--- src/rtl/conv_pkg.sv ---
// Shared constants, step classification and window addressing for the 3x3-on-4x4 convolution
// datapath.
package conv_pkg;

    localparam int unsigned PIX_W_DEF  = 4;
    localparam int unsigned COEF_W_DEF = 4;
    localparam int unsigned ACC_W_DEF  = 11;

    localparam int unsigned IMG_DIM = 4;
    localparam int unsigned K_DIM   = 3;
    localparam int unsigned OUT_DIM = 2;
    localparam int unsigned TAP_CNT = 9;

    localparam int unsigned STEP_CLR  = 0;
    localparam int unsigned STEP_TAP0 = 1;
    localparam int unsigned STEP_RES  = 10;

    typedef enum logic [1:0] {
        StepNone,
        StepClr,
        StepTap,
        StepRes
    } step_e;

    // Pixel index for tap t of output (r,c), where res = {r,c}. The image width is 4, so the
    // index is the row/column pair concatenated.
    function automatic logic [3:0] pix_index(input logic [1:0] res, input logic [3:0] tap);
        logic [3:0] ki;
        logic [3:0] kj;
        logic [1:0] row;
        logic [1:0] col;
        ki  = tap / 4'(K_DIM);
        kj  = tap % 4'(K_DIM);
        row = {1'b0, res[1]} + ki[1:0];
        col = {1'b0, res[0]} + kj[1:0];
        return {row, col};
    endfunction

endpackage

--- src/rtl/conv_mac.sv ---
// Unsigned multiplier feeding an accumulator register; clear has priority over accumulate.
module conv_mac
    import conv_pkg::*;
#(
    parameter int unsigned PIX_W  = PIX_W_DEF,
    parameter int unsigned COEF_W = COEF_W_DEF,
    parameter int unsigned ACC_W  = ACC_W_DEF
) (
    input  logic              clk,
    input  logic              reset,
    input  logic              clr,
    input  logic              en,
    input  logic [PIX_W-1:0]  pix,
    input  logic [COEF_W-1:0] coef,
    output logic [ACC_W-1:0]  acc
);

    localparam int unsigned PROD_W = PIX_W + COEF_W;

    logic [PROD_W-1:0] prod;
    logic [ACC_W-1:0]  acc_d;
    logic [ACC_W-1:0]  acc_q;

    always_comb begin
        prod  = PROD_W'(pix) * PROD_W'(coef);
        acc_d = acc_q;
        if (clr) begin
            acc_d = '0;
        end else if (en) begin
            acc_d = acc_q + ACC_W'(prod);
        end
    end

    always_ff @(posedge clk or negedge reset) begin
        if (!reset) begin
            acc_q <= '0;
        end else begin
            acc_q <= acc_d;
        end
    end

    assign acc = acc_q;

endmodule

--- src/rtl/conv_datapath.sv ---
// Valid 3x3 convolution of a 4x4 image, one MAC per one-hot T step and one result per sweep,
// with pixel/kernel files writable only while idle.
module conv_datapath
    import conv_pkg::*;
#(
    parameter int unsigned PIX_W  = PIX_W_DEF,
    parameter int unsigned COEF_W = COEF_W_DEF,
    parameter int unsigned ACC_W  = ACC_W_DEF
) (
    input  logic              clk,
    input  logic              reset,
    input  logic [15:0]       T,
    input  logic              pix_we,
    input  logic [3:0]        pix_addr,
    input  logic [PIX_W-1:0]  pix_data,
    input  logic              coef_we,
    input  logic [3:0]        coef_addr,
    input  logic [COEF_W-1:0] coef_data,
    input  logic              start,
    output logic              busy,
    output logic              out_valid,
    output logic [1:0]        out_idx,
    output logic [ACC_W-1:0]  out_data,
    output logic              done
);

    logic [PIX_W-1:0]  pix_q  [16];
    logic [PIX_W-1:0]  pix_d  [16];
    logic [COEF_W-1:0] coef_q [TAP_CNT];
    logic [COEF_W-1:0] coef_d [TAP_CNT];

    logic             busy_q, busy_d;
    logic             done_q, done_d;
    logic             window_q, window_d;
    logic [1:0]       cnt_q, cnt_d;
    logic             out_valid_q, out_valid_d;
    logic [1:0]       out_idx_q, out_idx_d;
    logic [ACC_W-1:0] out_data_q, out_data_d;

    logic             step_ok;
    logic [3:0]       step_idx;
    step_e            step_kind;
    logic [3:0]       tap;
    logic [3:0]       pix_sel;
    logic             mac_clr;
    logic             mac_en;
    logic [ACC_W-1:0] acc;

    // Anything other than exactly one hot bit is not a step.
    always_comb begin
        step_ok  = (T != '0) && ((T & (T - 16'd1)) == '0);
        step_idx = '0;
        for (int k = 0; k < 16; k++) begin
            if (T[k]) begin
                step_idx = 4'(k);
            end
        end
        step_kind = StepNone;
        if (step_ok) begin
            if (step_idx == 4'(STEP_CLR)) begin
                step_kind = StepClr;
            end else if (step_idx >= 4'(STEP_TAP0) && step_idx < 4'(STEP_TAP0 + TAP_CNT)) begin
                step_kind = StepTap;
            end else if (step_idx == 4'(STEP_RES)) begin
                step_kind = StepRes;
            end
        end
        tap     = (step_kind == StepTap) ? step_idx - 4'(STEP_TAP0) : '0;
        pix_sel = pix_index(cnt_q, tap);
        mac_clr = busy_q && (step_kind == StepClr);
        mac_en  = window_q && (step_kind == StepTap);
    end

    conv_mac #(
        .PIX_W  (PIX_W),
        .COEF_W (COEF_W),
        .ACC_W  (ACC_W)
    ) u_mac (
        .clk   (clk),
        .reset (reset),
        .clr   (mac_clr),
        .en    (mac_en),
        .pix   (pix_q[pix_sel]),
        .coef  (coef_q[tap]),
        .acc   (acc)
    );

    always_comb begin
        pix_d       = pix_q;
        coef_d      = coef_q;
        busy_d      = busy_q;
        done_d      = done_q;
        window_d    = window_q;
        cnt_d       = cnt_q;
        out_valid_d = 1'b0;
        out_idx_d   = out_idx_q;
        out_data_d  = out_data_q;

        if (!busy_q) begin
            if (pix_we) begin
                pix_d[pix_addr] = pix_data;
            end
            if (coef_we && coef_addr < 4'(TAP_CNT)) begin
                coef_d[coef_addr] = coef_data;
            end
            // The start cycle is never this run's clear step: window opens on a later T[0].
            if (start) begin
                busy_d   = 1'b1;
                done_d   = 1'b0;
                cnt_d    = '0;
                window_d = 1'b0;
            end
        end else begin
            if (step_kind == StepClr) begin
                window_d = 1'b1;
            end else if (step_kind == StepRes && window_q) begin
                out_data_d  = acc;
                out_idx_d   = cnt_q;
                out_valid_d = 1'b1;
                cnt_d       = cnt_q + 2'd1;
                window_d    = 1'b0;
                if (cnt_q == 2'(OUT_DIM * OUT_DIM - 1)) begin
                    busy_d = 1'b0;
                    done_d = 1'b1;
                end
            end
        end
    end

    always_ff @(posedge clk or negedge reset) begin
        if (!reset) begin
            pix_q       <= '{default: '0};
            coef_q      <= '{default: '0};
            busy_q      <= 1'b0;
            done_q      <= 1'b0;
            window_q    <= 1'b0;
            cnt_q       <= '0;
            out_valid_q <= 1'b0;
            out_idx_q   <= '0;
            out_data_q  <= '0;
        end else begin
            pix_q       <= pix_d;
            coef_q      <= coef_d;
            busy_q      <= busy_d;
            done_q      <= done_d;
            window_q    <= window_d;
            cnt_q       <= cnt_d;
            out_valid_q <= out_valid_d;
            out_idx_q   <= out_idx_d;
            out_data_q  <= out_data_d;
        end
    end

    assign busy      = busy_q;
    assign done      = done_q;
    assign out_valid = out_valid_q;
    assign out_idx   = out_idx_q;
    assign out_data  = out_data_q;

endmodule

--- config.mk ---
export PLATFORM = sky130hd
export DESIGN_NAME = conv_datapath
export DESIGN_NICKNAME = d
export VERILOG_FILES = /design/src/rtl/conv_pkg.sv /design/src/rtl/conv_mac.sv /design/src/rtl/conv_datapath.sv
export SDC_FILE = /design/constraint.sdc
export NUM_CORES = 1
export LEC_CHECK = 0
export ABC_CLOCK_PERIOD_IN_PS = 5900
export BUFFER_PORTS_ARGS = -buffer_cell sky130_fd_sc_hd__buf_2
export CAP_MARGIN = 10
export CORE_UTILIZATION = 45
export DETAILED_ROUTE_END_ITERATION = 6
export HOLD_SLACK_MARGIN = 0.1
export PLACE_DENSITY = 0.7
export SETUP_SLACK_MARGIN = 0.15
export SYNTH_ARGS = -nofsm -noshare
export SYNTH_HDL_FRONTEND = slang
export SYNTH_HIERARCHICAL = 1
export SYNTH_SLANG_ARGS = --single-unit
export TNS_END_PERCENT = 5
--- constraint.sdc ---
create_clock -name clk -period 5.9 [get_ports clk]
set_input_delay 0.295 -clock clk [delete_from_list [all_inputs] [get_ports clk]]
set_output_delay 0.295 -clock clk [all_outputs]
set_load 0.05 [all_outputs]
==> results.md, run 1 <==
- Outcome: complete, but fails checks
- Failing checks: setup timing
- Clock Pin Slew Worst Setup and Hold Paths: 0.07 ns
- Die footprint: 17800 um2
- Crit-path max cell delay: 0.54 ns
- CTS tree: done
- Fraction of layout cells with a size suffix above 1: 0.393
- R2r worst-path depth: 20
- Die Y: 134 um
- Max-Cap Viols: 0
- Overall Global Routing Usage: 0.231
- Sequential share of the synthesized area: 0.418
- CP max FO: 16
- RSZ-0062 raised after global routing: yes
- Area delta synth->final: 29.3%
- Detailed placement HPWL: 13600 um
- Ys async rst share: 1.00
- Ant. Diodes: 0
- Clk Latency, worst-skew pair: 0.43 ns
- Root Buffer: clkbuf_16
- Global-route wire length before repair: 32000 um
- Most common cell after layout, fill and taps aside: dfrtp_1
- Final TNS setup: -20.92 ns
- Clock Tree Buf Depth: 2
- Worst Path Required: 6.21 ns
- Synthesized instance count: 743
- Die width: 134 um
- Crit path launch: T[2]
- CP Class: in -> reg
- Leakage: 4.94 nW
- CP dominant cell by count: ha_4
- Yosys cell types: 69
- Residual DRC: 0
- Worst VDD drop: 214 uV
- Cell area after layout: 10100 um2
- Slew headroom: 0.302
- Clock skew: 0.0109 ns
- WHS Endpoint: window_q
- Routed WL: 19000 um
- GPL Wtd Cong: 0.853
- Vias: 6317
- Finish-stage setup viols: 11
- Crit path DAT: 8.64 ns
- Met1 GRT Util: 0.306
- Initial antenna violation count: 0
- Synth top area cells: dfrtp_1 42%, mux2_2 16%, mux2i_1 4.8%, nand2_1 4.7%, ha_1 4.5%
- CTS Buf Count: 17
- Hold WS: 0.128 ns
- Core Box Area: 16800 um2
- H-tree levels: 4
- Grt met3 use: 0.0476
- GRT Residual Overflow: 0
- Vias in the first global route: 6395
- Critical Path Source Type: input port
- Hold-critical path depth: 2
- Cell Rows: 47
- Actual slew at the worst max-slew pin: 1.05 ns
- DRT antenna net count: 0
- Ys Warns: 6
- Power Density: 216 nW/um2
- Tmin final: 8.33 ns
- Crit share post-route: 1.41
- Max-slew violation count: 0
- Final Core Density: 0.600
- Share of the synthesized area in the top cell type: 0.418
- Placed cell area: 9330 um2
- Worst r2r src: cnt_q[0]
- Hold Crit Class: in -> reg
- Critical path endpoint category: flop
- Nets: 993
- GR peak layer: met2
- PortBufs: 52
- Syn_area_per_cell: 10.5 um2
- Number of synthesized flops with an enable pin: 0
- Synth Register Bits: 130
- CTS Sinks: 130
- Biggest area consumer among synthesized cells: dfrtp_1
- R2R Setup Slk: 0.80 ns
- 1st-pass router iterations: 5
- Setup WS post-layout: -2.43 ns
- FF-to-FF End: u_mac/acc[9]
- Syn nets: 817
- Largest net degree at the start of global routing: 80
- Fmax: 120 MHz
- Initial Util: 0.464
- Met2 usage: 0.378
- Power after layout: 0.00217 W
- Hold Vio Cnt, Final: 0
- Dominant synthesized flop cell: dfrtp_1
- Wirelength per Cell: 16.5 um
- Io pins: 53
- Most frequent cells in the layout: 130 x dfrtp_1, 123 x buf_4, 109 x mux2_2
- Slowest-stage cell, CP: fa_1
- Mapped Area: 7780 um2
- Iter 0 DRT Violations: 304
- HP Start: start
- Via/cell ratio: 5.48
==> cell type report <==
cell class | count | area [um2]
fill | 1397 | 6700
multi-input combinational | 551 | 4500
sequential | 130 | 3250
timing repair buffer | 179 | 1260
clock buffer | 19 | 443
tap | 220 | 275
clock inverter | 13 | 175
inverter | 40 | 158
==> worst max-delay path by stage <==
stage                     depth (start not counted)             to
after floorplan                                  44  u_mac/acc[10]
after global placement                           44   u_mac/acc[9]
after detailed placement                         44   u_mac/acc[9]
after CTS                                        44   u_mac/acc[9]
after global routing                             45   u_mac/acc[9]
final                                            45   u_mac/acc[9]
==> Yosys cell counts, types with 13 or more instances <==
master    number
dfrtp_1      130
mux2_2       109
nand2_1       97
nor2_1        52
inv_1         39
mux2i_1       37
ha_1          28
o21ai_0       23
and2_1        17
clkbuf_1      17
nand3_1       17
nor3_1        14
a21oi_1       13
==> sequential cells by signal, indices dropped and copies added, names as in the netlist <==
register   count
out_valid      1
u_mac/acc     11
window_q       1
out_data      11
done           1
pix_q         64
out_idx        2
busy           1
cnt_q          2
coef_q        36
==> through the flow <==
stage	worst slack (ns)	std cells
2_1_floorplan	-2.83	743
3_3_place_gp	-2.62	1115
3_5_place_dp	-2.79	1115
4_1_cts	-2.29	1149
5_1_grt	-2.86	1152
6_report	-2.43	1152
==> cell families after synthesis <==
logic type / after synthesis / share of synthesized area
and+or+nand+nor: 250 / 0.154
muxes: 153 / 0.222
DFF: 130 / 0.418
AOI/OAI and AO/OA: 102 / 0.0958
buffers and inverters: 62 / 0.0321
adders and majority gates: 38 / 0.0694
xor gates and xnor gates: 8 / 0.00900
==> power breakdown <==
group	total, W	switching [W]	internal (W)
Combinational	0.000142	0.0000792	0.0000631
Clock	0.00111	0.000429	0.000684
Sequential	0.000915	0.00000844	0.000907
Total	0.00217	0.000517	0.00165
==> timing repair <==
| action | CTS | global route |
|---|---|---|
| hold endpoints to repair | 51 | 0 |
| pin swaps | 9 | 3 |
| hold buffers | 1 | 0 |
| gates resized for setup | 7 | 4 |
| buffers inserted | 1 | 3 |
| endpoints found under the setup margin | 11 | 11 |
==> worst max-delay path: cells and delay by family <==
kind | cells | cell delay (ns)
fa+ha+maj | 9 | 2.53
buf+inv | 6 | 0.57
simple gates | 14 | 2.01
compound gates | 12 | 2.47
mux | 2 | 0.47
xor+xnor | 2 | 0.27
==> metal layers <==
metal / share of wire / up-vias
met5: 0 / -
met4: 0.015 / 0
met3: 0.036 / 24
met2: 0.48 / 151
met1: 0.47 / 3122
li1: - / 3020
No activity file was read; power rests on OpenSTA's default activity.
==> run 2, diff against run 1 <==
REMOVE_ABC_BUFFERS = 1   (was default)
==> results.md, run 2 (same netlist as run 1, synthesis figures left out) <==
- Most frequent cells in the layout: 130 x dfrtp_1, 130 x buf_4, 109 x mux2_2
- RSZ-0062 raised after global routing: yes
- Cell area after layout: 9930 um2
- Cell Rows: 47
- Initial Util: 0.464
- CP dominant cell by count: inv_1
- Largest registers: pix_q: 64 flops, coef_q: 36 flops
- Die footprint: 17800 um2
- CP max FO: 6
- Footprint of the multi-input gates: 4470 um2
- Core Box Area: 16800 um2
- Die Y: 134 um
- Clock Power Share: 0.463
- Worst Path Required: 6.20 ns
- Clock Tree Buf Depth: 2
- Max-slew violation count: 0
- Layout filler cell count: 1415
- GRT Residual Overflow: 0
- Vias in the first global route: 6269
- Clk Latency, worst-skew pair: 0.42 ns
- Cell total after placement: 1118
- Initial antenna violation count: 0
- Power after layout: 0.00197 W
- Final Non-Filler Cells: 1148
- CP Class: in -> reg
- Nets: 998
- Ant. Diodes: 0
- Overall Global Routing Usage: 0.220
- Crit-path leading delay family: adder cells
- Worst VDD drop: 208 uV
- Critical Path Source Type: input port
- Int Pwr: 0.00153 W
- Via/cell ratio: 5.47
- Switch Pwr: 0.000442 W
- Routed WL: 18300 um
- Slowest-stage cell, CP: fa_1
- Largest Register: pix_q
- Io pins: 53
- Finish-stage setup viols: 11
- Critical path endpoint category: flop
- WP buf/inv: 9
- Slew headroom: 0.336
- Iter 0 DRT Violations: 337
- Failing checks: setup timing
- HP Start: start
- Global-route wire length before repair: 30600 um
- H-tree levels: 4
- Crit path DAT: 8.77 ns
- Leakage: 4.91 nW
- Tmin final: 8.47 ns
- Die width: 134 um
- CTS Sinks: 130
- Combinational Power Share: 0.071
- Max-Cap Viols: 0
- FF/Latch Area: 3250 um2
- Hold Crit Class: in -> reg
- CTS Buf Count: 17
- CTS tree: done
- Placed cell area: 9180 um2
- Fmax: 118 MHz
- Outcome: complete, but fails checks
- 1st-pass router iterations: 5
- Final Core Density: 0.592
- Hold Vio Cnt, Final: 0
- PortBufs: 52
- Largest net degree at the start of global routing: 71
- Setup WS post-layout: -2.57 ns
- Residual DRC: 0
- Clock skew: 0.00597 ns
- Root Buffer: clkbuf_16
- Actual slew at the worst max-slew pin: 0.994 ns
- Crit-path max cell delay: 0.55 ns
- Worst r2r src: cnt_q[0]
- Crit share post-route: 1.44
- Vias: 6279
- Detailed placement HPWL: 13200 um
- Power Density: 198 nW/um2
- Area delta synth->final: 27.5%
- DRT antenna net count: 0
- Seq pwr share: 0.465
- Wirelength per Cell: 16.0 um
- Switching share of total power: 0.225
- Crit path launch: T[2]
- Max FFs per register: 64
- Clock Pin Slew Worst Setup and Hold Paths: 0.06 ns
- GPL Wtd Cong: 0.887
- Fraction of layout cells with a size suffix above 1: 0.391
[run 2: area by class of cell]
class,instances,share of cell area
Clock inverter,2,0.00101
Inverter,40,0.0154
Timing Repair Buffer,184,0.129
Sequential cell,130,0.328
Tap cell,220,0.0277
Multi-Input combinational cell,551,0.451
Clock buffer,21,0.0484
[run 2: worst paths after layout]
| check | to | slack, ns | depth (start not counted) |
|---|---|---|---|
| max reg2reg | u_mac/acc[10] | 0.81 | 19 |
| min | window_q | 0.14 | 2 |
| max in group asynchronous | coef_q[7] | 4.05 | 3 |
| max | u_mac/acc[9] | -2.57 | 46 |
| min in group asynchronous | pix_q[58] | 0.53 | 2 |
| min reg2reg | out_data[2] | 0.46 | 2 |
[run 2: power by group through the flow]
stage | sequential, W | clock (W) | combinational [W]
after floorplan | 0.000928 | 0 | 0.0000477
after global placement | 0.000930 | 0 | 0.000135
after detailed placement | 0.000930 | 0 | 0.000136
after CTS | 0.000916 | 0.000929 | 0.000141
after global routing | 0.000917 | 0.000969 | 0.000154
final | 0.000916 | 0.000912 | 0.000140
[run 2: timing repair]
| action | 4_1_cts | 5_1_grt |
|---|---|---|
| gates cloned | 0 | 0 |
| endpoints found under the setup margin | 11 | 11 |
| hold buffers | 1 | 0 |
| endpoints found under the hold margin | 69 | 0 |
| pin swaps | 18 | 6 |
| gates resized for setup | 31 | 5 |
| buffers inserted | 5 | 1 |
[run 2: through the flow]
| stage | hold WS, ns | setup TNS (ns) | worst slack (ns) |
|---|---|---|---|
| 3_5_place_dp | 0.452 | -31.03 | -3.37 |
| 6_report | 0.136 | -22.77 | -2.57 |
| 3_3_place_gp | 0.445 | -28.45 | -3.11 |
| 2_1_floorplan | -0.000591 | -39.60 | -4.18 |
| 5_1_grt | 0.133 | -27.35 | -3.01 |
| 4_1_cts | 0.113 | -21.75 | -2.47 |
[run 2: worst reg2reg max path: cells and delay by family (launching register included)]
kind,cells,cell delay [ns]
multiplexers,3,1.12
AO/OA/AOI/OAI,4,0.70
adder cells (fa/ha/maj),5,1.92
buffers and inverters,5,0.51
AND/OR/NAND/NOR,2,0.27
flip-flops,1,0.46
[run 2: routing by layer]
metal,wire length (um),part of all wire,GRT usage,vias up
li1,-,-,-,3021
met1,8560,0.47,0.291,3085
met2,8740,0.48,0.358,140
met3,641,0.035,0.0358,33
met4,378,0.021,0.0928,0
met5,0,0,0,-
==> run 3, diff against run 2 <==
ABC_CLOCK_PERIOD_IN_PS = 7600   (was 5900)
PLACE_DENSITY = 0.73   (was 0.7)
clock period = 7.6 ns   (was 5.9 ns; I/O delays follow)
==> results.md, run 3 (same netlist as run 1, synthesis figures left out) <==
- Max FFs per register: 64
- Final TNS setup: -9.08 ns
- Tmin final: 8.87 ns
- Worst VDD drop: 159 uV
- Die Y: 134 um
- Clk Latency, worst-skew pair: 0.43 ns
- CP max FO: 5
- Max-Cap Viols: 0
- Final Core Density: 0.611
- GPL Wtd Cong: 0.879
- Critical path endpoint category: flop
- Crit share post-route: 1.17
- Core Box Area: 16800 um2
- Hold Vio Cnt, Final: 0
- Via/cell ratio: 5.60
- Die width: 134 um
- Clock skew: 0.0110 ns
- Post-Place Setup Slack: -1.78 ns
- Finish-stage setup viols: 9
- Actual slew at the worst max-slew pin: 1.06 ns
- Max-slew violation count: 0
- Nets: 1001
- Slowest-stage cell, CP: fa_1
- Crit path DAT: 9.18 ns
- Failing checks: DRC, setup timing
- Vias: 6493
- Slew headroom: 0.295
- Outcome: complete, but fails checks
- Initial Util: 0.464
- Initial antenna violation count: 0
- Wirelength per Cell: 17.5 um
- Critical Path Source Type: input port
- Root Buffer: clkbuf_16
- DRT antenna net count: 0
- Most common cell after layout, fill and taps aside: dfrtp_1
- CP Class: in -> reg
- Area delta synth->final: 31.6%
- 1st-pass router iterations: 7
- Hold Crit Class: in -> reg
- Largest Register: pix_q
- RSZ-0062 raised after global routing: yes
- Vias in the first global route: 6458
- CTS Buf Count: 17
- Clock Pin Slew Worst Setup and Hold Paths: 0.06 ns
- Iter 0 DRT Violations: 443
- CTS Sinks: 130
- CP dominant cell by count: ha_4
- Worst Path Required: 7.91 ns
- PortBufs: 52
- Io pins: 53
- Power Density: 159 nW/um2
- GRT Residual Overflow: 0
- Ant. Diodes: 0
- Global-route wire length before repair: 31500 um
- Detailed placement HPWL: 13300 um
- Leakage: 4.98 nW
- Residual DRC: 1
- Largest registers: pix_q: 64 flops, coef_q: 36 flops
- Fraction of layout cells with a size suffix above 1: 0.417
- Crit-path max cell delay: 0.54 ns
- Cell Rows: 47
- CTS tree: done
- H-tree levels: 4
- Fmax: 113 MHz
- Largest net degree at the start of global routing: 75
- Setup WS post-layout: -1.27 ns
- Clock Tree Buf Depth: 2
- Most frequent cells in the layout: 130 x dfrtp_1, 129 x buf_4, 109 x mux2_2
- Overall Global Routing Usage: 0.226
- Routed WL: 20300 um
- Die footprint: 17800 um2
[run 3: worst max-delay path: cells and delay by family]
family / cells / cell delay (ns)
simple gates: 15 / 2.30
compound gates: 11 / 2.20
mux: 1 / 0.32
fa+ha+maj: 9 / 2.70
buf+inv: 9 / 1.01
xor+xnor: 2 / 0.27
[run 3: repair_timing]
item / CTS / global route
resized for setup: 34 / 37
hold buffers: 1 / 0
pin swaps: 15 / 35
endpoints found under the setup margin: 9 / 10
buffers inserted: 9 / 10
hold endpoints to repair: 56 / 0
cloned: 1 / 0
[run 3: per-layer routing]
metal,vias to the layer above,track usage,wire length [um]
met3,60,0.0521,1100
met1,3185,0.291,8790
li1,3024,-,-
met5,-,0,0
met4,0,0.0890,777
met2,224,0.368,9640
[run 3: final cells by class]
cell class	count	area, um2
Sequential cell	130	3250
Clock buffer	18	439
Inverter	40	155
Tap cell	220	275
Clock inverter	14	140
Timing Repair Buffer	186	1320
Multi-Input combinational cell	552	4660
Fill cell	1317	6520
[run 3: final timing paths]
kind	endpoint	from	cells after the start	slack, ns
max in group asynchronous	pix_q[51]	reset	3	5.65
max reg2reg	u_mac/acc[9]	cnt_q[0]	22	2.12
min	window_q	start	2	0.22
max	u_mac/acc[9]	T[2]	47	-1.27
min in group asynchronous	coef_q[20]	reset	2	0.56
min reg2reg	out_data[4]	out_data[4]	2	0.46
[run 3: power breakdown]
group          leakage, nW  switching (W)  internal (W)
sequential            1.79     0.00000642      0.000704
clock                0.285       0.000309      0.000488
combinational         2.90      0.0000660     0.0000513
total                 4.98       0.000381       0.00124
[run 3: metrics by stage]
stage	cells	hold slack, ns	power [W]	area (um2)
6_report	1160	0.225	0.00162	10200
3_5_place_dp	1107	0.451	0.000827	9090
4_1_cts	1150	0.200	0.00163	9980
5_1_grt	1160	0.238	0.00168	10200
3_3_place_gp	1107	0.445	0.000824	9090
2_1_floorplan	721	0.0844	0.000757	7690
